**src/rtl/arb_pkg.sv**
```systemverilog
// Shared definitions for the data-memory arbiter: FSM state encoding,
// read-owner identifiers and a helper for sizing the burst counter.
package arb_pkg;

   typedef enum logic [1:0] {
      IDLE = 2'd0,
      OWN0 = 2'd1,
      OWN1 = 2'd2
   } arb_state_e;

   localparam logic OWNER_CPU = 1'b0;
   localparam logic OWNER_LD  = 1'b1;

   // Bits needed to hold the values 0..maxVal inclusive.
   function automatic int unsigned cntWidth(input int unsigned maxVal);
      return (maxVal < 2) ? 1 : $clog2(maxVal + 1);
   endfunction

endpackage

```
**src/rtl/arb_rr_pick.sv**
```systemverilog
// Combinational grant selector for the two data-memory requesters.
// A lone requester always wins; on contention the loader keeps the port
// while its burst lock is open, otherwise ownership alternates.
module arb_rr_pick
   import arb_pkg::*;
(
   input  arb_state_e state_i,
   input  logic       m0Req_i,
   input  logic       m1Req_i,
   input  logic       m1Lock_i,
   input  logic       burstOpen_i,
   output logic       gnt0_o,
   output logic       gnt1_o
);

   // Pick at most one winner from the last owner and the live requests.
   always_comb begin
      gnt0_o = 1'b0;
      gnt1_o = 1'b0;
      if (m0Req_i && !m1Req_i) begin
         gnt0_o = 1'b1;
      end else if (!m0Req_i && m1Req_i) begin
         gnt1_o = 1'b1;
      end else if (m0Req_i && m1Req_i) begin
         if ((state_i == OWN1) && m1Lock_i && burstOpen_i) begin
            gnt1_o = 1'b1;
         end else if (state_i == OWN0) begin
            gnt1_o = 1'b1;
         end else begin
            gnt0_o = 1'b1;
         end
      end
   end

endmodule

```
**src/rtl/data_mem_arbiter.sv**
```systemverilog
// Two-port arbiter in front of a single-port synchronous data RAM.
// Port 0 is the CPU MEM stage, port 1 the loader/DMA engine. Grants are
// issued in the request cycle, read data returns one cycle later to the
// requester that issued the read.
module data_mem_arbiter
   import arb_pkg::*;
#(
   parameter int DATA_WIDTH = 32,
   parameter int ADDR_WIDTH = 9,
   parameter int BURST_MAX  = 8
) (
   input  logic                  clk,
   input  logic                  rst_n,
   input  logic                  m0_req,
   input  logic                  m0_we,
   input  logic [ADDR_WIDTH-1:0] m0_addr,
   input  logic [DATA_WIDTH-1:0] m0_wdata,
   input  logic                  m1_req,
   input  logic                  m1_we,
   input  logic                  m1_lock,
   input  logic [ADDR_WIDTH-1:0] m1_addr,
   input  logic [DATA_WIDTH-1:0] m1_wdata,
   output logic                  m0_gnt,
   output logic                  m1_gnt,
   output logic                  m0_rvalid,
   output logic                  m1_rvalid,
   output logic [DATA_WIDTH-1:0] rdata,
   output logic                  cpu_stall,
   output logic                  ram_we,
   output logic                  ram_re,
   output logic [ADDR_WIDTH-1:0] ram_addr,
   output logic [DATA_WIDTH-1:0] ram_wdata,
   input  logic [DATA_WIDTH-1:0] ram_rdata
);

   localparam int                CNT_W       = int'(cntWidth(BURST_MAX));
   localparam logic [CNT_W-1:0]  BURST_LIMIT = CNT_W'(BURST_MAX);

   arb_state_e       state_q, state_d;
   logic [CNT_W-1:0] burstCnt_q, burstCnt_d;
   logic             rdValid_q, rdValid_d;
   logic             rdOwner_q, rdOwner_d;
   logic             pickGnt0, pickGnt1;
   logic             burstOpen;

   assign burstOpen = (burstCnt_q < BURST_LIMIT);

   arb_rr_pick u_pick (
      .state_i     (state_q),
      .m0Req_i     (m0_req),
      .m1Req_i     (m1_req),
      .m1Lock_i    (m1_lock),
      .burstOpen_i (burstOpen),
      .gnt0_o      (pickGnt0),
      .gnt1_o      (pickGnt1)
   );

   // Grants are suppressed while reset is held so nothing reaches the RAM.
   assign m0_gnt    = rst_n & pickGnt0;
   assign m1_gnt    = rst_n & pickGnt1;
   assign cpu_stall = m0_req & ~m0_gnt;

   // Route the winner's address, data and strobe to the RAM; idle bus is zero.
   always_comb begin
      ram_addr  = '0;
      ram_wdata = '0;
      ram_we    = 1'b0;
      ram_re    = 1'b0;
      if (m0_gnt) begin
         ram_addr  = m0_addr;
         ram_wdata = m0_wdata;
         ram_we    = m0_we;
         ram_re    = ~m0_we;
      end else if (m1_gnt) begin
         ram_addr  = m1_addr;
         ram_wdata = m1_wdata;
         ram_we    = m1_we;
         ram_re    = ~m1_we;
      end
   end

   // Next owner state, burst length and pending-read bookkeeping.
   always_comb begin
      state_d    = IDLE;
      burstCnt_d = '0;
      rdValid_d  = ram_re;
      rdOwner_d  = rdOwner_q;
      if (m0_gnt) begin
         state_d = OWN0;
      end else if (m1_gnt) begin
         state_d = OWN1;
      end
      if (m1_gnt && m1_lock) begin
         burstCnt_d = (burstCnt_q == BURST_LIMIT) ? burstCnt_q : burstCnt_q + CNT_W'(1);
      end
      if (ram_re) begin
         rdOwner_d = m1_gnt ? OWNER_LD : OWNER_CPU;
      end
   end

   // State registers; reset drops any read still in flight.
   always_ff @(posedge clk or negedge rst_n) begin
      if (!rst_n) begin
         state_q    <= IDLE;
         burstCnt_q <= '0;
         rdValid_q  <= 1'b0;
         rdOwner_q  <= OWNER_CPU;
      end else begin
         state_q    <= state_d;
         burstCnt_q <= burstCnt_d;
         rdValid_q  <= rdValid_d;
         rdOwner_q  <= rdOwner_d;
      end
   end

   assign m0_rvalid = rdValid_q & (rdOwner_q == OWNER_CPU);
   assign m1_rvalid = rdValid_q & (rdOwner_q == OWNER_LD);
   assign rdata     = (m0_rvalid | m1_rvalid) ? ram_rdata : '0;

endmodule

```
**config.mk**
```make
export PLATFORM = sky130hd
export DESIGN_NAME = data_mem_arbiter
export DESIGN_NICKNAME = d
export VERILOG_FILES = /design/src/rtl/arb_pkg.sv /design/src/rtl/arb_rr_pick.sv /design/src/rtl/data_mem_arbiter.sv
export SDC_FILE = /design/constraint.sdc
export NUM_CORES = 1
export LEC_CHECK = 0
export ABC_AREA = 1
export CORE_AREA = 2 2 79 81
export DETAILED_ROUTE_END_ITERATION = 7
export DIE_AREA = 0 0 81 83
export DONT_BUFFER_PORTS = 1
export PLACE_DENSITY = 0.34
export SYNTH_ARGS = -nofsm -noshare
export SYNTH_HDL_FRONTEND = slang
export SYNTH_HIERARCHICAL = 1
export SYNTH_SLANG_ARGS = --single-unit
export TNS_END_PERCENT = 100
```
**constraint.sdc**
```tcl
create_clock -name clk -period 2.9 [get_ports clk]
set_clock_uncertainty 0.1 [all_clocks]
set_input_delay 0.29 -clock clk [delete_from_list [all_inputs] [get_ports clk]]
set_output_delay 0.29 -clock clk [all_outputs]
set_load 0.01 [all_outputs]
```
* Yosys cells after proc, flatten, opt, wreduce, memory -nomap -nowiden *
Cells that the tools add are included.

word-level totals
  input bits = 121
  register bits = 8
  output and inout bits = 80
  logic and storage cells = 52

cells by class
  equality and inequality tests = 4
  add/sub/neg operators = 1
  bitwise logic cells = 10
  reductions and logical operators = 8
  magnitude comparators = 1
  mux-type cells = 24

operators with widths
  operator                                       count
  2-to-1 mux 32 bit                              3
  2-to-1 mux 9 bit                               2
  2-to-1 mux 1 bit                               15
  2-to-1 mux 4 bit                               2
  logical AND 1 bit                              6
  AND 1 bit                                      5
  adder 4 x 1 -> 4 bit, second input constant    1
  == test 4 bit, second input constant           1
  < comparator 4 bit, second input constant      1
  2-to-1 mux 2 bit                               2
  inverter 1 bit                                 4
  == test 2 x 1 -> 1 bit, second input constant  1
  == test 2 bit, second input constant           1
  zero test 1 bit                                2
  inequality test 2 bit, second input constant   1
  OR 1 bit                                       1

* Depth between registers and ports, before layout *
Gate-level depths: netlist of run 1.

  depth after elaboration = 10
  gate-level depth with buffers = 11
  mapped depth without buffers = 11

* By module *
The synthesis of run 1 kept the hierarchy.

modules (own cells, without submodules)
  module            times used  cells an instance  area an instance (µm²)
  data_mem_arbiter  1           251                1218.7
  arb_rr_pick       1           12                 48.8

* Least setup slack after synthesis of run 1 *
OpenSTA, ideal clock, no wires.

  kind = register to output
  start = reg burstCnt_q[3]
  end = out ram_wdata[13]
  arrival = 1326 ps
  stages on the path, launching flop included = 11
  required time = 2510 ps
  path slack = 1184 ps
  buffers on the path = 1
  cell sequence = dfrtp_1 inv_1 nand2_1 nor2_2 nor2_1 nor2_1 nand2_2 nor2_4 buf_8 nand2_1 nand2_1

on the way
  cells in the longest elaborated chain, start to end = 9
  elaborated cells on any way between the ends = 14
  classes of those cells = order compare: 1; mux: 10; bitwise: 2; reduce/logical: 1

RTL lines
  what                    RTL line                 text
  from (decl)             data_mem_arbiter.sv:40   logic [CNT_W-1:0] burstCnt_q, burstCnt_d;
  from (signal assigned)  data_mem_arbiter.sv:110  burstCnt_q <= burstCnt_d;
  < comparator 4 bit      data_mem_arbiter.sv:46   assign burstOpen = (burstCnt_q < BURST_LIMIT);
  net burstOpen           data_mem_arbiter.sv:44   logic burstOpen;
  logical AND 1 bit       arb_rr_pick.sv:25        if ((state_i == OWN1) && m1Lock_i && burstOpen_i) begin
  2-to-1 mux 1 bit        arb_rr_pick.sv:25
  2-to-1 mux 1 bit        arb_rr_pick.sv:24        end else if (m0Req_i && m1Req_i) begin
  2-to-1 mux 1 bit        arb_rr_pick.sv:22        end else if (!m0Req_i && m1Req_i) begin
  2-to-1 mux 1 bit        arb_rr_pick.sv:20        if (m0Req_i && !m1Req_i) begin
  net pickGnt1            data_mem_arbiter.sv:43   logic pickGnt0, pickGnt1;
  AND 1 bit               data_mem_arbiter.sv:60   assign m1_gnt = rst_n & pickGnt1;
  2-to-1 mux 32 bit       data_mem_arbiter.sv:74   end else if (m1_gnt) begin
  2-to-1 mux 32 bit       data_mem_arbiter.sv:69   if (m0_gnt) begin
  to (decl)               data_mem_arbiter.sv:32   output logic [DATA_WIDTH-1:0] ram_wdata,

The timed path passes the listed nets, and every way through them passes these cells.

* Final worst setup path of run 1 *
  start = reg burstCnt_q[3]
  end = out ram_re

on the way
  elaborated cells on any way between the ends = 14
  classes of those cells = order compare: 1; mux: 10; bitwise: 2; reduce/logical: 1

RTL lines
  what                RTL line                text
  < comparator 4 bit  data_mem_arbiter.sv:46
  net burstOpen       data_mem_arbiter.sv:44
  logical AND 1 bit   arb_rr_pick.sv:25
  2-to-1 mux 1 bit    arb_rr_pick.sv:25
  2-to-1 mux 1 bit    arb_rr_pick.sv:24
  2-to-1 mux 1 bit    arb_rr_pick.sv:22
  2-to-1 mux 1 bit    arb_rr_pick.sv:20
  net pickGnt0        data_mem_arbiter.sv:43
  AND 1 bit           data_mem_arbiter.sv:59  assign m0_gnt = rst_n & pickGnt0;
  2-to-1 mux 1 bit    data_mem_arbiter.sv:69
  to (decl)           data_mem_arbiter.sv:30  output logic ram_re,

The timed path passes the listed nets, and every way through them passes these cells.

==> results of run 1 <==
[per-stage QoR]
stage | hold slack (ps) | power [W] | cell area (sq um)
after floorplan | -105.6 | 0.0002557 | 1267
after global placement | -105.3 | 0.0002758 | 1299
after detailed placement | -105.2 | 0.0002751 | 1299
after CTS | 145.4 | 0.0004143 | 1350
after global routing | 170.2 | 0.0004440 | 1350
final | 141.4 | 0.0004062 | 1350
[state kept, by name (all words and copies together), names as in the netlist]
register,count
rdOwner_q,1
rdValid_q,1
burstCnt_q,4
state_q,2
[timing repair]
action	CTS	global route
buffers inserted	0	0
endpoints found under the hold margin	8	0
hold buffers	1	0
[cells by family after synthesis]
logic type,count (synthesis),share of synthesized area (%)
XOR/XNOR,2,1.382
AND/OR/NAND/NOR,191,59.33
buffers and inverters,58,20.73
adder cells (fa/ha/maj),2,1.974
flip-flops,8,15.79
AO/OA/AOI/OAI,2,0.7890
[critical path, delay by kind of cell (launching register included)]
family / cells / cell delay [ps]
buf+inv: 2 / 580
simple gates: 5 / 600
compound gates: 1 / 230
flops: 1 / 350
[layer usage]
layer / routed length [um] / track usage, % / share of wire (%) / vias to the layer above
li1: - / - / - / 728
met1: 1385 / 10.50 / 33 / 610
met2: 2334 / 23.29 / 55 / 135
met4: 0 / 1.849 / 0 / 0
met5: 0 / 0 / 0 / -
met3: 506 / 3.043 / 12 / 0
[final cells by class]
| cell class | count | area share (%) |
|---|---|---|
| Multi-Input combinational cell | 197 | 59.59 |
| Sequential cell | 8 | 14.83 |
| Inverter | 46 | 12.79 |
| Tap cell | 75 | 6.951 |
| Clock buffer | 3 | 3.058 |
| Timing Repair Buffer | 3 | 2.780 |
[power groups by stage]
stage	Combinational, W	Sequential (W)	Clock, W
global route	0.000166	0.000131	0.000148
finish	0.000145	0.000128	0.000134
detailed placement	0.000145	0.000130	0
CTS	0.000149	0.000128	0.000137
global placement	0.000146	0.000130	0
floorplan	0.000135	0.000121	0
[placed cells by master, fill, tap and decap left out, drive strengths merged]
master	synthesis	routed
buf	11	2
clkbuf	1	3
dfrtp	8	8
dlygate4sd3	0	1
ha	2	2
inv	46	46
nand2	176	176
nand3	4	4
nor2	11	11
o21ai	2	2
xor2	2	2
[how the worst max path moves through the flow]
stage / slack (ps) / cells after the start / start / end
2_1_floorplan: 1180 / 10 / burstCnt_q[3] / ram_wdata[13]
4_1_cts: 470 / 10 / burstCnt_q[3] / ram_we
6_report: 520 / 8 / burstCnt_q[3] / ram_re
5_1_grt: 230 / 8 / state_q[1] / ram_re
3_5_place_dp: 720 / 10 / burstCnt_q[3] / ram_we
3_3_place_gp: 740 / 10 / burstCnt_q[3] / ram_we
==> results.toml, run 1 <==
[run_status]
status = "complete, no violations"

[global_routing]
grt_max_degree = 46
grt_use_total_pct = 11.22
antenna_found_initial = 0
grt_first_pass_wirelength_um = 5878
grt.overflow.total = 0
grt_pass1_vias = 1230

[clock_network]
ctsResizeCount = 0
cts_num_sinks = 8
clock_path_buffers = 2
numCtsBuffers = 3
htreeDepth = 1
clk_pin_slew_worst_paths_ps = 40
cts_tree = "built"
cts.root.buffer_cell = "clkbuf_8"
clock_latency_ps = 230

[layout]
n_antenna_cell = 0
n_fill_cell = 687
multi_input_area_sq_um = 804.5
instances_no_fill = 332
drive_gt1_share_pct = 6.226
regArea_sq_um = 200.2
nets = 382
finish.utilization_pct = 23.21
syn2layout_area_growth_pct = 6.515

[place]
io_buffers = 0
dp_slack_ps = 720.2
place_congestion = 0.6717
place_inst = 328
dp_hpwl_um = 3674

[routing]
drt_iter0_drc = 42
viasPerCell = 4.437
ant_nets = 0
route.detailed.drc = 0
first_pass_iters = 4
wirelength_um = 4226
vias = 1473
wl_per_cell_um = 12.73

[critical_path]
timing.rr.end = "rdOwner_q"
path_cells = "inv_1 -> nand2_1 -> nor2_2 -> o21ai_1 -> nand2_1 -> inv_2 -> nand2_1 -> nand2_2"
path_max_fanout = 45
regToRegSetupSlack_ps = 850
cpMostUsedCell = "nand2_1"
cp.required_ps = 2510
start_kind = "register"
worstPathArrival_ps = 1990
end_kind = "output port"
slowest_stage = "inv_2"
critical_path_class = "reg2out"
cpPeakStageDelay_ps = 520
timing.rr.start = "burstCnt_q[3]"
reg2regPathDepth = 10

[logic_synthesis]
postSynthAreaPerCell_sq_um = 4.819
synthesis.area_sq_mm = 0.001267
ys_types = 18
yosysSeqAreaShare_pct = 15.79
yosysWarnings = 6
synth_seq_cells = 8
yosysMostFrequentCell = "nand2_1"
syn_nets = 386
synthTopCellsByCount = "168 x nand2_1, 45 x inv_1, 9 x nor2_1, 8 x dfrtp_1, 8 x nand2_2"
synth_top_cell_area_share_pct = 49.75
synth_ff_type = "dfrtp_1"
synth-edff-count = 0
syn_inst = 263
synthTopCellsByArea = "nand2_1 50%, dfrtp_1 16%, inv_1 13%"
yosysTopAreaCell = "nand2_1"
async_reset_ff_share_pct = 100.0

[sta]
maxSlewHeadroom_pct = 43.33
tightest_slew_ps = 850.1
rsz0062_at_grt = "no"
fin_crit_sh_pct = 82.16
fin_crit_ps = 2383
tns_ps = 0
finalSetupViolCount = 0
final_max_slew_viol_count = 0
hold_viol = 0
max_freq_ghz = 0.4197
layout_setup_ws_ps = 517.4

[power_and_ir_drop]
p_leak_nw = 0.9909
p_switching_w = 0.0001638
power_frac_seq_pct = 31.4
p_sw_share_pct = 40.32
power_frac_clock_pct = 32.9
peakVddDrop_mv = 0.1515
p_int_w = 0.0002425
pwr-share-comb_pct = 35.7
powerDensity_mw_per_mm2 = 300.9

[floorplanning]
pin_count = 201
die_h_um = 83
coreArea_sq_mm = 0.005816
start_util_pct = 21.79
fp.dieArea_sq_mm = 0.006723
num_rows = 28
die_width_um = 81

[min_path]
worstHoldEndpoint = "burstCnt_q[2]"
worstHoldStart = "m1_lock"
min_path_cells = 2
hold_class = "in2reg"

[job]
max_cap_violations = 0
Note: power is estimated with default switching activity, not from simulation.
==> run 2, diff against run 1 <==
Settings changed: CORE_AREA 2 2 79 81 to 2 2 77 79, DIE_AREA 0 0 81 83 to 0 0 79 81, PLACE_DENSITY 0.34 to 0.36.
Clock period 2.9 ns to 2.15 ns, I/O delays scaled along.
==> run 2 against run 1 <==
Compared with the run above: die area shrank 4.8%; first-iteration DRC count shrank 14%; via count grew 1.3%; cell count grew 0.30%; register-to-register slack lost 390 ps; sequential power grew 27%; non-clock buffer count grew 1; combinational power grew 49%; wire length shrank 6.0%; sequential share of layout area shrank 0.50 points; cell area grew 3.5%; utilization grew 1.4 points; critical path type unchanged; largest power group unchanged.
==> results.toml, run 2 (same netlist as run 1, synthesis figures left out) <==
[layout]
finish.utilization_pct = 24.63
nets = 383
reg_top3 = "burstCnt_q: 4 flops, state_q: 2 flops"
final_cell_mix = "160 x nand2_1, 45 x inv_1, 16 x nand2_2"
syn2layout_area_growth_pct = 10.27
layout_commonest_cell = "nand2_1"
fin_area_sq_mm = 0.001398
drive_gt1_share_pct = 10.47
top_register = "burstCnt_q"
instances_no_fill = 333
n_antenna_cell = 0
largest_reg_flops = 4

[routing]
wl_per_cell_um = 11.93
first_pass_iters = 4
vias = 1492
route.detailed.drc = 0
viasPerCell = 4.480
drt_iter0_drc = 36
wirelength_um = 3972
ant_nets = 0

[sta]
fin_crit_sh_pct = 92.52
maxSlewHeadroom_pct = 73.33
final_max_slew_viol_count = 0
tightest_slew_ps = 398.7
hold_viol = 0
max_freq_ghz = 0.5027
fin_crit_ps = 1989
tns_ps = 0
rsz0062_at_grt = "yes"
finalSetupViolCount = 0

[place]
io_buffers = 0
place_congestion = 0.7489
place_inst = 329
placed_cell_area_sq_mm = 0.001319
dp_hpwl_um = 3311

[clock_network]
clock_latency_ps = 230
clk_pin_slew_worst_paths_ps = 40
numCtsBuffers = 3
cts.root.buffer_cell = "clkbuf_8"
cts_num_sinks = 8
cts_tree = "built"
clock_path_buffers = 2
htreeDepth = 1

[floorplanning]
start_util_pct = 22.33
pin_count = 201
die_h_um = 81
num_rows = 28
die_width_um = 79
fp.dieArea_sq_mm = 0.006399
coreArea_sq_mm = 0.005675

[min_path]
hold_class = "in2reg"

[critical_path]
path_max_fanout = 44
critPathBufInv = 2
slowest_stage = "dfrtp_1"
end_kind = "output port"
path_cells = "inv_1 -> nand2_1 -> nor2_2 -> nor2_1 -> nor2_1 -> nand2_2 -> nor2_4 -> buf_12 -> nand2_1 -> nand2_2"
cpLargestDelayFamily = "simple AND/OR/NAND/NOR gates"
critical_path_class = "reg2out"
worstPathArrival_ps = 1670
cp.required_ps = 1840
cpPeakStageDelay_ps = 380
start_kind = "register"

[job]
max_cap_violations = 0

[power_and_ir_drop]
powerDensity_mw_per_mm2 = 402.2
p_leak_nw = 0.9998
peakVddDrop_mv = 0.1684
p_total_w = 0.0005621

[global_routing]
grt_use_total_pct = 10.31
grt_first_pass_wirelength_um = 5154
grt_pass1_vias = 1145
antenna_found_initial = 0
grt_max_degree = 46
grt.overflow.total = 0

[run_status]
status = "complete, no violations"
## run 2: layout make-up
| class | count | area (sq um) |
|---|---|---|
| Fill cell | 663 | 4278 |
| Multi-Input combinational cell | 197 | 832.0 |
| Sequential cell | 8 | 200.2 |
| Inverter | 46 | 172.7 |
| Tap cell | 75 | 93.84 |
| Timing Repair Buffer | 4 | 57.56 |
| Clock buffer | 3 | 41.29 |
## run 2: worst paths after layout
path                       depth (start not counted)          start  slack [ps]             to
max                                               10  burstCnt_q[3]         160  ram_wdata[31]
min                                                2        m1_lock          60  burstCnt_q[2]
max reg2reg                                       12  burstCnt_q[3]         460      rdOwner_q
min reg2reg                                        2  burstCnt_q[1]         430  burstCnt_q[1]
max in group asynchronous                          1          rst_n        1420  burstCnt_q[1]
min in group asynchronous                          1          rst_n         250  burstCnt_q[2]
## run 2: timing repair
action,4_1_cts,5_1_grt
hold buffers,1,0
gates resized for setup,0,11
endpoints found under the hold margin,8,0
buffers inserted,0,0
endpoints found under the setup margin,0,26
## run 2: per-stage QoR
step                      setup WS, ps  hold slack (ps)
after floorplan                  509.3           -180.6
after global placement           387.2           -180.4
after detailed placement         378.0           -180.4
after CTS                        125.0            56.10
after global routing            -16.38            77.33
final                            160.7            60.43
## run 2: where the power goes
part / switching [W] / total, W / internal [W]
Combinational: 0.000161 / 0.000216 / 0.0000553
Clock: 0.0000614 / 0.000183 / 0.000122
Sequential: 0.00000487 / 0.000163 / 0.000158
## run 2: per-layer routing
| metal | part of all wire [%] | global-route usage (%) | up-vias |
|---|---|---|---|
| met3 | 11 | 2.444 | 4 |
| met2 | 52 | 20.25 | 130 |
| met5 | 0 | 0 | - |
| li1 | - | - | 733 |
| met1 | 36 | 10.82 | 625 |
| met4 | 1.3 | 3.103 | 0 |
## run 2: worst register-to-register path, stage by stage, from the launching register on
cell,delay [ps]
dfrtp_1,380
inv_1,70
nand2_1,60
nor2_2,130
nor2_1,50
nor2_1,110
nand2_2,90
nor2_4,100
buf_12,220
nand2_2,90
nand2_2,110
nand2_1,60
nand2_1,60
==> run 3, diff against run 2 <==
Settings changed: CORE_AREA 2 2 77 79 to 2 2 79 81, DIE_AREA 0 0 79 81 to 0 0 81 83, HOLD_SLACK_MARGIN from default to 0.02, PLACE_DENSITY 0.36 to 0.34.
Clock period 2.15 ns to 2.4 ns, I/O delays scaled along.
==> run 3 against run 2 <==
Compared with the run above: combinational power shrank 12%; critical endpoint is now ram_we; sequential share of layout area grew 0.26 points; setup slack gained 120 ps; critical path type unchanged; first-iteration DRC count grew 36%; global-route usage grew 0.96 points; highest routed layer is now met3; sequential cell count is the same; die area grew 5.1%; cell area shrank 1.8%; register-to-register slack gained 170 ps.
==> results.toml, run 3 (same netlist as run 1, synthesis figures left out) <==
[run_status]
status = "complete, no violations"

[floorplanning]
die_width_um = 81
pin_count = 201
num_rows = 28
die_h_um = 83
coreArea_sq_mm = 0.005816
start_util_pct = 21.79
fp.dieArea_sq_mm = 0.006723

[global_routing]
grt_use_total_pct = 11.27
grt_first_pass_wirelength_um = 5947
grt.overflow.total = 0
grt_pass1_vias = 1278
grt_max_degree = 35
antenna_found_initial = 0

[routing]
highest_layer = "met3"
drt_iter0_drc = 49
ant_nets = 0
routed-wl-met3_um = 497
wirelength_um = 4250
viasPerCell = 4.301
wl_per_cell_um = 12.69
vias = 1441
wl_met1_um = 1422
routed-wl-met2_um = 2329
route.detailed.drc = 0
first_pass_iters = 4

[sta]
rsz0062_at_grt = "no"
maxSlewHeadroom_pct = 64.90
fin_crit_sh_pct = 88.25
max_freq_ghz = 0.4721
tightest_slew_ps = 521.0
layout_setup_ws_ps = 282.0
fin_crit_ps = 2118
whs_ps = 100.4
finalSetupViolCount = 0
final_max_slew_viol_count = 0
hold_viol = 0
tns_ps = 0

[power_and_ir_drop]
powerDensity_mw_per_mm2 = 358.3
p_leak_nw = 1.007
peakVddDrop_mv = 0.1394

[layout]
reg_top3 = "burstCnt_q: 4 flops, state_q: 2 flops"
final_cell_mix = "168 x nand2_1, 45 x inv_1, 9 x nor2_1"
layout_commonest_cell = "nand2_1"
syn2layout_area_growth_pct = 8.292
top_register = "burstCnt_q"
largest_reg_flops = 4
n_antenna_cell = 0
nets = 385
drive_gt1_share_pct = 7.308

[critical_path]
critical_path_class = "reg2out"
end_kind = "output port"
cpPeakStageDelay_ps = 380
cp.required_ps = 2060
path_cells = "inv_1 -> nand2_1 -> nor2_2 -> nor2_1 -> nor2_1 -> nand2_2 -> nor2_4 -> buf_4 -> nand2_1 -> o21ai_0"
worstPathArrival_ps = 1780
reg2regPathDepth = 12
slowest_stage = "dfrtp_1"
start_kind = "register"
path_max_fanout = 27

[clock_network]
cts_tree = "built"
ctsResizeCount = 0
numCtsBuffers = 3
cts_num_sinks = 8
clock_path_buffers = 2
clock_latency_ps = 220
clk_pin_slew_worst_paths_ps = 40
cts.root.buffer_cell = "clkbuf_8"
htreeDepth = 1

[place]
io_buffers = 0
dp_hpwl_um = 3720
dp_slack_ps = 468.6
place_congestion = 0.7671

[min_path]
hold_class = "in2reg"
min_path_cells = 2

[job]
max_cap_violations = 0
[run 3: cell count changes in the layout (fill, tap and decap cells not counted)]
cell	change
nand2_1	+8
nand2_2	-8
buf_4	+3
o21ai_2	-2
buf_12	-1
o21ai_0	+1
o21ai_1	+1
[run 3: final cells by class]
cell class | instances | area (sq um)
fillers | 684 | 4443
flip-flops and latches | 8 | 200.2
inverters | 46 | 172.7
well taps | 75 | 93.84
multi-input cells | 197 | 804.5
repair buffers | 6 | 60.06
clock buffers | 3 | 41.29
[run 3: report_power, final]
group / switching (W) / total [W] / internal [W]
logic: 0.000142 / 0.000190 / 0.0000472
clock network: 0.0000480 / 0.000156 / 0.000108
registers: 0.00000425 / 0.000146 / 0.000142
[run 3: through the flow]
stage	total power [W]	utilization (%)	cell area [sq um]	std cells
after floorplan	0.0003089	-	1267	263
after global placement	0.0003384	22.72	1321	331
after detailed placement	0.0003378	22.72	1321	331
after CTS	0.0005052	23.60	1373	335
after global routing	0.0005298	23.60	1373	335
final	0.0004918	23.60	1373	335
[run 3: timing repair]
| action | in CTS | in global routing |
|---|---|---|
| buffers inserted | 0 | 0 |
| endpoints found under the hold margin | 8 | 0 |
| hold buffers | 1 | 0 |
[run 3: worst max-delay path, delay by kind of cell (launching register included)]
family	cells	cell delay, ps
flops	1	380
buf+inv	2	350
compound gates	1	220
simple gates	7	600
[run 3: routing by layer]
layer  vias to the layer above  GRT usage, %
li1                        735             -
met5                         -             0
met2                       131         23.29
met4                         0         1.387
met1                       575         10.77
met3                         0         3.152
[run 3: final timing paths]
kind / startpoint / endpoint / slack, ps
setup reg to reg: burstCnt_q[3] / rdOwner_q / 630
hold reg to reg: burstCnt_q[0] / burstCnt_q[0] / 440
min in group asynchronous: rst_n / burstCnt_q[0] / 280
setup / recovery: burstCnt_q[3] / ram_we / 280
max in group asynchronous: rst_n / state_q[0] / 1650
hold / removal: m1_lock / burstCnt_q[2] / 100
